File: config.mk
export PLATFORM = sky130hd
export DESIGN_NAME = ahb_apb_bridge
export DESIGN_NICKNAME = d
export VERILOG_FILES = /design/src/rtl/ahb_apb_bridge.sv
export SDC_FILE = /design/constraint.sdc
export NUM_CORES = 1
export LEC_CHECK = 0
export CAP_MARGIN = 20
export CORE_MARGIN = 2
export CORE_UTILIZATION = 35
export CTS_CLUSTER_SIZE = 30
export DETAILED_ROUTE_END_ITERATION = 7
export PLACE_DENSITY = 0.75
export SLEW_MARGIN = 10
export SYNTH_ARGS = -nofsm -noshare
export SYNTH_HDL_FRONTEND = slang
export SYNTH_SLANG_ARGS = --single-unit
export TNS_END_PERCENT = 30
File: constraint.sdc
create_clock -name hclk -period 1.6 [get_ports hclk]
set_input_delay 0.16 -clock hclk [delete_from_list [all_inputs] [get_ports hclk]]
set_output_delay 0.16 -clock hclk [all_outputs]
set_load 0.1 [all_outputs]
File: src/rtl/ahb_apb_bridge.sv
// AHB-to-APB bridge: one APB SETUP/ACCESS per accepted AHB transfer, UART at 0x000-0x3FF, TIMER at 0x400-0x7FF.
// Latency: zero-wait APB returns bridge_ready at cycle 3 after accept; each APB wait state adds a cycle.
// Backpressure: bridge_ready low while busy, no queueing; optional ACCESS timeout under APB_TIMEOUT_EN.
module ahb_apb_bridge #(
  parameter int ADDR_W         = 12,
  parameter int DATA_W         = 32,
  parameter int TIMEOUT_CYCLES = 16
) (
  input  logic              hclk,
  input  logic              hresetn,
  input  logic              bridge_enable,
  input  logic [ADDR_W-1:0] bridge_addr,
  input  logic [1:0]        htrans,
  input  logic              hwrite,
  input  logic [DATA_W-1:0] hwdata,
  output logic [DATA_W-1:0] hrdata,
  output logic              bridge_ready,
  output logic              hresp,
  output logic [ADDR_W-1:0] paddr,
  output logic              pwrite,
  output logic [DATA_W-1:0] pwdata,
  output logic              psel_uart,
  output logic              psel_timer,
  output logic              penable,
  input  logic [DATA_W-1:0] prdata_uart,
  input  logic [DATA_W-1:0] prdata_timer,
  input  logic              pready_uart,
  input  logic              pready_timer,
  input  logic              pslverr
);

  typedef enum logic [2:0] {S_IDLE, S_SETUP, S_ACCESS, S_ERR1, S_ERR2} state_t;

  state_t            r_state;
  state_t            w_next;
  logic [ADDR_W-1:0] r_addr;
  logic              r_write;
  logic [DATA_W-1:0] r_pwdata;
  logic [DATA_W-1:0] r_hrdata;
  logic              w_accept;
  logic              w_unmapped;
  logic              w_sel_timer;
  logic              w_pready;
  logic [DATA_W-1:0] w_prdata;
  logic              w_timeout;
  logic              w_unused;

  // htrans[0] only distinguishes NONSEQ from SEQ, which the bridge treats alike
  assign w_unused    = htrans[0];

  assign w_accept    = (r_state == S_IDLE) & bridge_enable & htrans[1] & bridge_ready;
  assign w_unmapped  = bridge_addr[ADDR_W-1];
  assign w_sel_timer = r_addr[ADDR_W-2];
  assign w_pready    = w_sel_timer ? pready_timer : pready_uart;
  assign w_prdata    = w_sel_timer ? prdata_timer : prdata_uart;

`ifdef APB_TIMEOUT_EN
  logic [4:0] r_cnt;

  // ACCESS cycle counter, restarted for every accepted transfer
  always_ff @(posedge hclk or negedge hresetn) begin
    if (!hresetn)                r_cnt <= '0;
    else if (w_accept)           r_cnt <= '0;
    else if (r_state == S_ACCESS) r_cnt <= r_cnt + 5'd1;
  end

  // last permitted ACCESS cycle; pready in this same cycle still completes normally
  assign w_timeout = (r_cnt == 5'(TIMEOUT_CYCLES - 1));
`else
  // no timeout: ACCESS waits for pready indefinitely (expression is constant false)
  assign w_timeout = (TIMEOUT_CYCLES < 0);
`endif

  // state register
  always_ff @(posedge hclk or negedge hresetn) begin
    if (!hresetn) r_state <= S_IDLE;
    else          r_state <= w_next;
  end

  // next-state logic
  always_comb begin
    w_next = r_state;
    case (r_state)
      S_IDLE:   if (w_accept) w_next = w_unmapped ? S_ERR1 : S_SETUP;
      S_SETUP:  w_next = S_ACCESS;
      S_ACCESS: begin
        if (w_pready)       w_next = pslverr ? S_ERR1 : S_IDLE;
        else if (w_timeout) w_next = S_ERR1;
      end
      S_ERR1:   w_next = S_ERR2;
      S_ERR2:   w_next = S_IDLE;
      default:  w_next = S_IDLE;
    endcase
  end

  // outputs decoded from state; pwdata passes hwdata through during SETUP
  always_comb begin
    psel_uart    = ((r_state == S_SETUP) | (r_state == S_ACCESS)) & ~w_sel_timer;
    psel_timer   = ((r_state == S_SETUP) | (r_state == S_ACCESS)) &  w_sel_timer;
    penable      = (r_state == S_ACCESS);
    bridge_ready = (r_state == S_IDLE) | (r_state == S_ERR2);
    hresp        = (r_state == S_ERR1) | (r_state == S_ERR2);
    pwdata       = (r_state == S_SETUP) ? hwdata : r_pwdata;
    paddr        = r_addr;
    pwrite       = r_write;
    hrdata       = r_hrdata;
  end

  // address-phase capture on accept, data-phase capture in SETUP
  always_ff @(posedge hclk or negedge hresetn) begin
    if (!hresetn) begin
      r_addr   <= '0;
      r_write  <= 1'b0;
      r_pwdata <= '0;
    end else begin
      if (w_accept) begin
        r_addr  <= bridge_addr;
        r_write <= hwrite;
      end
      if (r_state == S_SETUP) r_pwdata <= hwdata;
    end
  end

  // read data updates only on an error-free read completion
  always_ff @(posedge hclk or negedge hresetn) begin
    if (!hresetn)
      r_hrdata <= '0;
    else if ((r_state == S_ACCESS) & w_pready & ~pslverr & ~r_write)
      r_hrdata <= w_prdata;
  end

endmodule

==> flow_summary.yaml, run 1 <==
clock_network:
  cts_tree: "done"
  path_clk_slew_ns: 0.09
  cts_num_sinks: 80
  insertion_delay_ns: 0.34
  cts_made_buffers: 9
  clockRootBuffer: "clkbuf_8"
  htreeDepth: 3
  clock_path_buffers: 2
critical_path:
  critPathKind: "reg2out"
  critPathTopFamily: "buffers and inverters"
  cp_num_buf_inv: 3
  cp_max_fo: 8
  crit_path_end_kind: "output pin"
  required_ns: 1.44
  critPathSlowestCell: "dfrtp_2"
  arrival_ns: 1.85
  start_kind: "register"
  crit_chain: "nor3b_4, buf_6, clkbuf_16, mux2_4, buf_12"
  max_stage_delay_ns: 0.43
routing:
  drtPass1Iterations: 4
  drc: 0
  vias: 2710
  post_drt_via_cell_ratio: 4.66
  drtIter0Drc: 57
  final_antenna_net_count: 0
  wl_per_cell_um: 18.4
  drt_wl_total_um: 10700
grt:
  antenna_found_initial: 0
  overflow: 0
  grt_pass1_vias: 3011
  grt_max_degree: 36
  grt_pass1_wl_um: 16500
  track_usage_pct: 19.3
sta:
  tns_ns: -19.66
  hold_viol_final: 0
  slew_headroom_pct: 69.1
  skew_ns: 0.00848
  rsz0062_at_grt: "yes"
  worst_slack_ns: -0.407
  min_period_ns: 2.01
  worst_slew_pin_slew_ns: 0.464
  finalSetupViolations: 80
  report.final.slew_viol_count: 0
  clock.fmax_ghz: 0.498
  post-route-period-util_pct: 125
placement:
  dpl_cell_area_mm2: 0.00659
  gp_congestion: 0.766
  portBuffers: 197
  dp_hpwl_um: 7720
  pre_cts_ws_ns: -0.202
logic_synthesis:
  synth-edff-count: 0
  synth_area_leaders: "dfrtp_1 (56%), mux2_2 (31%), mux2_4 (4.2%)"
  synth_top_area_share_pct: 56.4
  yosys.area.top_type: "dfrtp_1"
  syn_nets: 341
  synth_compound_area_share_pct: 0.916
  synth_seq_cells: 80
  syn_area_mm2: 0.00355
  synth_top_family_by_area: "multiplexers"
  synthMuxAreaShare_pct: 35.9
  yosysWarnings: 0
  synth_fa_ha_area_share_pct: 0
  synthDistinctLibCells: 25
  async_flop_share_pct: 100
  syn_inst: 224
  syn_avg_cell_area_um2: 15.9
  synth_most_common_cell: "mux2_2"
  yosys.area_share.xor_xnor_pct: 0.247
  ys_seq_area_share_pct: 56.4
  ys_top_cells_by_count: "mux2_2 (99), dfrtp_1 (80), mux2_4 (10)"
  synthFlopType: "dfrtp_1"
  synthSimpleGateAreaFrac_pct: 3.10
cells_and_area:
  multiInputGateArea_mm2: 0.00161
  seq_area_mm2: 0.00201
  nets: 561
  areaGrowthSynthToFinish_pct: 103
  diodes: 0
  fillers: 662
  stdcell_area_mm2: 0.00719
  layout-drive-gt1-share_pct: 54.9
floorplanning:
  initial_core_util_pct: 36.2
  die_h_um: 105
  num_rows: 36
  ioPinCount: 199
  core-area_mm2: 0.00982
  die-area_mm2: 0.0110
  fp.dieW_um: 105
outcome:
  outcome: "finished, violations left"
  violations: "negative setup slack"
flow_run:
  maxCapViolations: 0
hold_path:
  hp-class: "in2async"
-- area by class of cell --
class	count	share of cell area, %
multi-input cells	129	22.4
clock buffers	9	1.72
well taps	133	2.31
repair buffers	224	43.2
flip-flops and latches	80	27.9
clock inverters	6	2.50
-- worst paths after layout --
check | startpoint | endpoint | slack (ns) | cells after the start
setup / recovery | r_state[1]$_DFFE_PN0P_ | pwdata[20] | -0.41 | 5
hold / removal | hresetn | hrdata[26]$_DFFE_PN0P_ | 0.32 | 2
setup reg to reg | r_state[2]$_DFFE_PN0P_ | hrdata[5]$_DFFE_PN0P_ | -0.19 | 5
hold reg to reg | r_pwdata[19]$_DFF_PN0_ | r_pwdata[19]$_DFF_PN0_ | 0.52 | 1
max in group asynchronous | hresetn | paddr[7]$_DFFE_PN0P_ | 0.69 | 3
min in group hclk | bridge_addr[10] | paddr[10]$_DFFE_PN0P_ | 0.43 | 2
-- through the flow --
stage	cells	hold WS, ns	utilization [%]
after floorplan	224	-0.136	-
after global placement	554	0.145	67.1
after detailed placement	554	0.146	67.1
after CTS	575	0.314	71.5
after global routing	581	0.357	73.3
final	581	0.321	73.3
-- flip-flops by register name (all words and copies together) (netlist names) --
name / flops
hrdata: 32
r_pwdata: 32
paddr: 12
r_state: 3
pwrite: 1
-- worst reg2reg max path: stages, from the launching register on --
cell and delay, ns:
dfrtp_2 0.43, buf_4 0.16, nor3b_4 0.19, nor4b_4 0.27, buf_12 0.25, mux2_2 0.38
-- layer usage --
metal	share of wire, %	GRT usage (%)	routed length (um)
met5	0	0	0
met4	1.7	6.86	180
met3	9.3	8.05	990
met2	49	31.7	5260
met1	40	22.6	4260
-- layout by cell type, fill, tap and decap left out, types with 2 or more instances in the layout --
master and count:
dfrtp_1 76, buf_4 18, clkdlybuf4s50_1 114, clkbuf_8 9
nand2_1 2, mux2_2 64, buf_6 2, clkbuf_16 2
bufinv_16 6, buf_12 86, nor3b_4 3, dfrtp_2 4
mux2_4 45
-- cells by family after synthesis --
family	after synthesis
AOI/OAI and AO/OA	5
xor gates and xnor gates	1
muxes	110
buffers and inverters	15
DFF	80
and+or+nand+nor	13
-- repair_timing --
| item | in CTS | in global routing |
|---|---|---|
| hold buffers | 1 | 0 |
| cloned | 1 | 2 |
| setup endpoints to repair | 81 | 82 |
| endpoints found under the hold margin | 33 | 0 |
| resized for setup | 18 | 25 |
| pin swaps | 3 | 3 |
| buffers inserted | 4 | 4 |
Power of run 1 is left out: the tool's default activity adds up to more than one toggle a clock period on the data nets, which glitch-free logic cannot reach.
==> run 2, diff against run 1 <==
--- a/config.mk
+++ b/config.mk
@@ -7,10 +7,11 @@
 export LEC_CHECK = 0
 export CAP_MARGIN = 20
 export CORE_MARGIN = 2
-export CORE_UTILIZATION = 35
+export CORE_UTILIZATION = 42
 export CTS_CLUSTER_SIZE = 30
 export DETAILED_ROUTE_END_ITERATION = 7
-export PLACE_DENSITY = 0.75
+export HOLD_SLACK_MARGIN = 0.08
+export PLACE_DENSITY = 0.85
 export SLEW_MARGIN = 10
 export SYNTH_ARGS = -nofsm -noshare
 export SYNTH_HDL_FRONTEND = slang
==> constraint.sdc (replaced) <==
create_clock -name hclk -period 2.4 [get_ports hclk]
set_input_delay 0.24 -clock hclk [delete_from_list [all_inputs] [get_ports hclk]]
set_output_delay 0.24 -clock hclk [all_outputs]
set_load 0.1 [all_outputs]
==> flow_summary.yaml, run 2 (same netlist as run 1, synthesis figures left out) <==
cells_and_area:
  stdcell_area_mm2: 0.00608
  mostFrequentLayoutCells: "clkdlybuf4s50_1 (114), mux2_2 (91), dfrtp_1 (80)"
  utilization_pct: 74.0
  areaGrowthSynthToFinish_pct: 71.2
  layout-drive-gt1-share_pct: 51.6
  nets: 540
  final_cell_count_no_fill: 533
  diodes: 0
  layout_commonest_cell: "clkdlybuf4s50_1"
floorplanning:
  die-area_mm2: 0.00921
  num_rows: 33
  ioPinCount: 199
  die_h_um: 96.0
  fp.dieW_um: 96.0
  initial_core_util_pct: 43.2
  core-area_mm2: 0.00822
grt:
  grt_pass1_wl_um: 13900
  grt_max_degree: 81
  antenna_found_initial: 0
  track_usage_pct: 20.2
  overflow: 0
  grt_pass1_vias: 2792
sta:
  hold_viol_final: 0
  worst_slew_pin_slew_ns: 0.502
  rsz0062_at_grt: "no"
  finalSetupViolations: 0
  post-route-period-util_pct: 94.1
  min_period_ns: 2.26
  slew_headroom_pct: 66.5
  clock.fmax_ghz: 0.443
  worst_slack_ns: 0.141
  skew_ns: 0.00908
  report.final.slew_viol_count: 0
clock_network:
  cts_tree: "done"
  clockRootBuffer: "clkbuf_8"
  path_clk_slew_ns: 0.08
  insertion_delay_ns: 0.35
  htreeDepth: 3
  cts_made_buffers: 9
  holdBufCountCts: 0
  cts_num_sinks: 80
  clock_path_buffers: 2
  postCtsSetupRepairBufs: 0
  cts_resized: 0
critical_path:
  crit_path_end_kind: "output pin"
  start_kind: "register"
  critPathSlowestCell: "dfrtp_1"
  cp_max_fo: 32
  cpMostUsedCell: "buf_12"
  critPathTopFamily: "flip-flops"
  crit_chain: "nor3b_4, buf_12, mux2_2, buf_12"
  required_ns: 2.16
  critPathKind: "reg2out"
  arrival_ns: 2.02
  max_stage_delay_ns: 0.57
  cp_num_buf_inv: 2
placement:
  pre_cts_ws_ns: 0.460
  gp_congestion: 0.720
  dpl_cell_area_mm2: 0.00587
  dp_hpwl_um: 6990
  placedCellCount: 515
  portBuffers: 197
routing:
  final_antenna_net_count: 0
  wl_per_cell_um: 16.9
  vias: 2572
  post_drt_via_cell_ratio: 4.83
  drt_wl_total_um: 8990
  drtIter0Drc: 44
  drtPass1Iterations: 4
  drc: 0
hold_path:
  hp-class: "in2async"
outcome:
  outcome: "finished clean"
flow_run:
  maxCapViolations: 0
## run 2: final timing paths
kind	from	endpoint	slack, ns	cells past startpoint
min reg2reg	hrdata[3]$_DFFE_PN0P_	hrdata[3]$_DFFE_PN0P_	0.51	1
max	r_state[0]$_DFFE_PN0P_	pwdata[3]	0.14	4
min in group hclk	bridge_addr[8]	paddr[8]$_DFFE_PN0P_	0.50	2
max reg2reg	r_state[2]$_DFFE_PN0P_	hrdata[18]$_DFFE_PN0P_	0.50	4
max in group asynchronous	hresetn	paddr[1]$_DFFE_PN0P_	1.41	3
min	hresetn	r_pwdata[26]$_DFF_PN0_	0.40	2
## run 2: final cells by class
class | instances | area, um^2
timing repair buffer | 203 | 2270
fill | 547 | 2140
sequential | 80 | 2000
multi-input combinational | 129 | 1490
tap | 105 | 131
clock buffer | 9 | 124
clock inverter | 7 | 55.1
## run 2: per-stage QoR
stage	hold slack (ns)	TNS [ns]
after CTS	0.0929	0
after floorplan	-0.0556	-3.55
after detailed placement	0.475	0
final	0.396	0
after global routing	0.451	0
after global placement	0.473	0
## run 2: worst register-to-register path: stages, from the launching register on
cell and delay [ns]:
dfrtp_1 0.56, nor3b_4 0.28, nor4b_4 0.24, buf_4 0.32, mux2_2 0.38
## run 2: routing by layer
metal	part of all wire, %	vias to the layer above	global-route usage [%]
met2	49	129	34.7
met4	1.8	0	7.98
met1	37	1236	22.0
li1	-	1194	-
met3	12	13	8.85
met5	0	-	0
Power of run 2 is left out for the same reason.
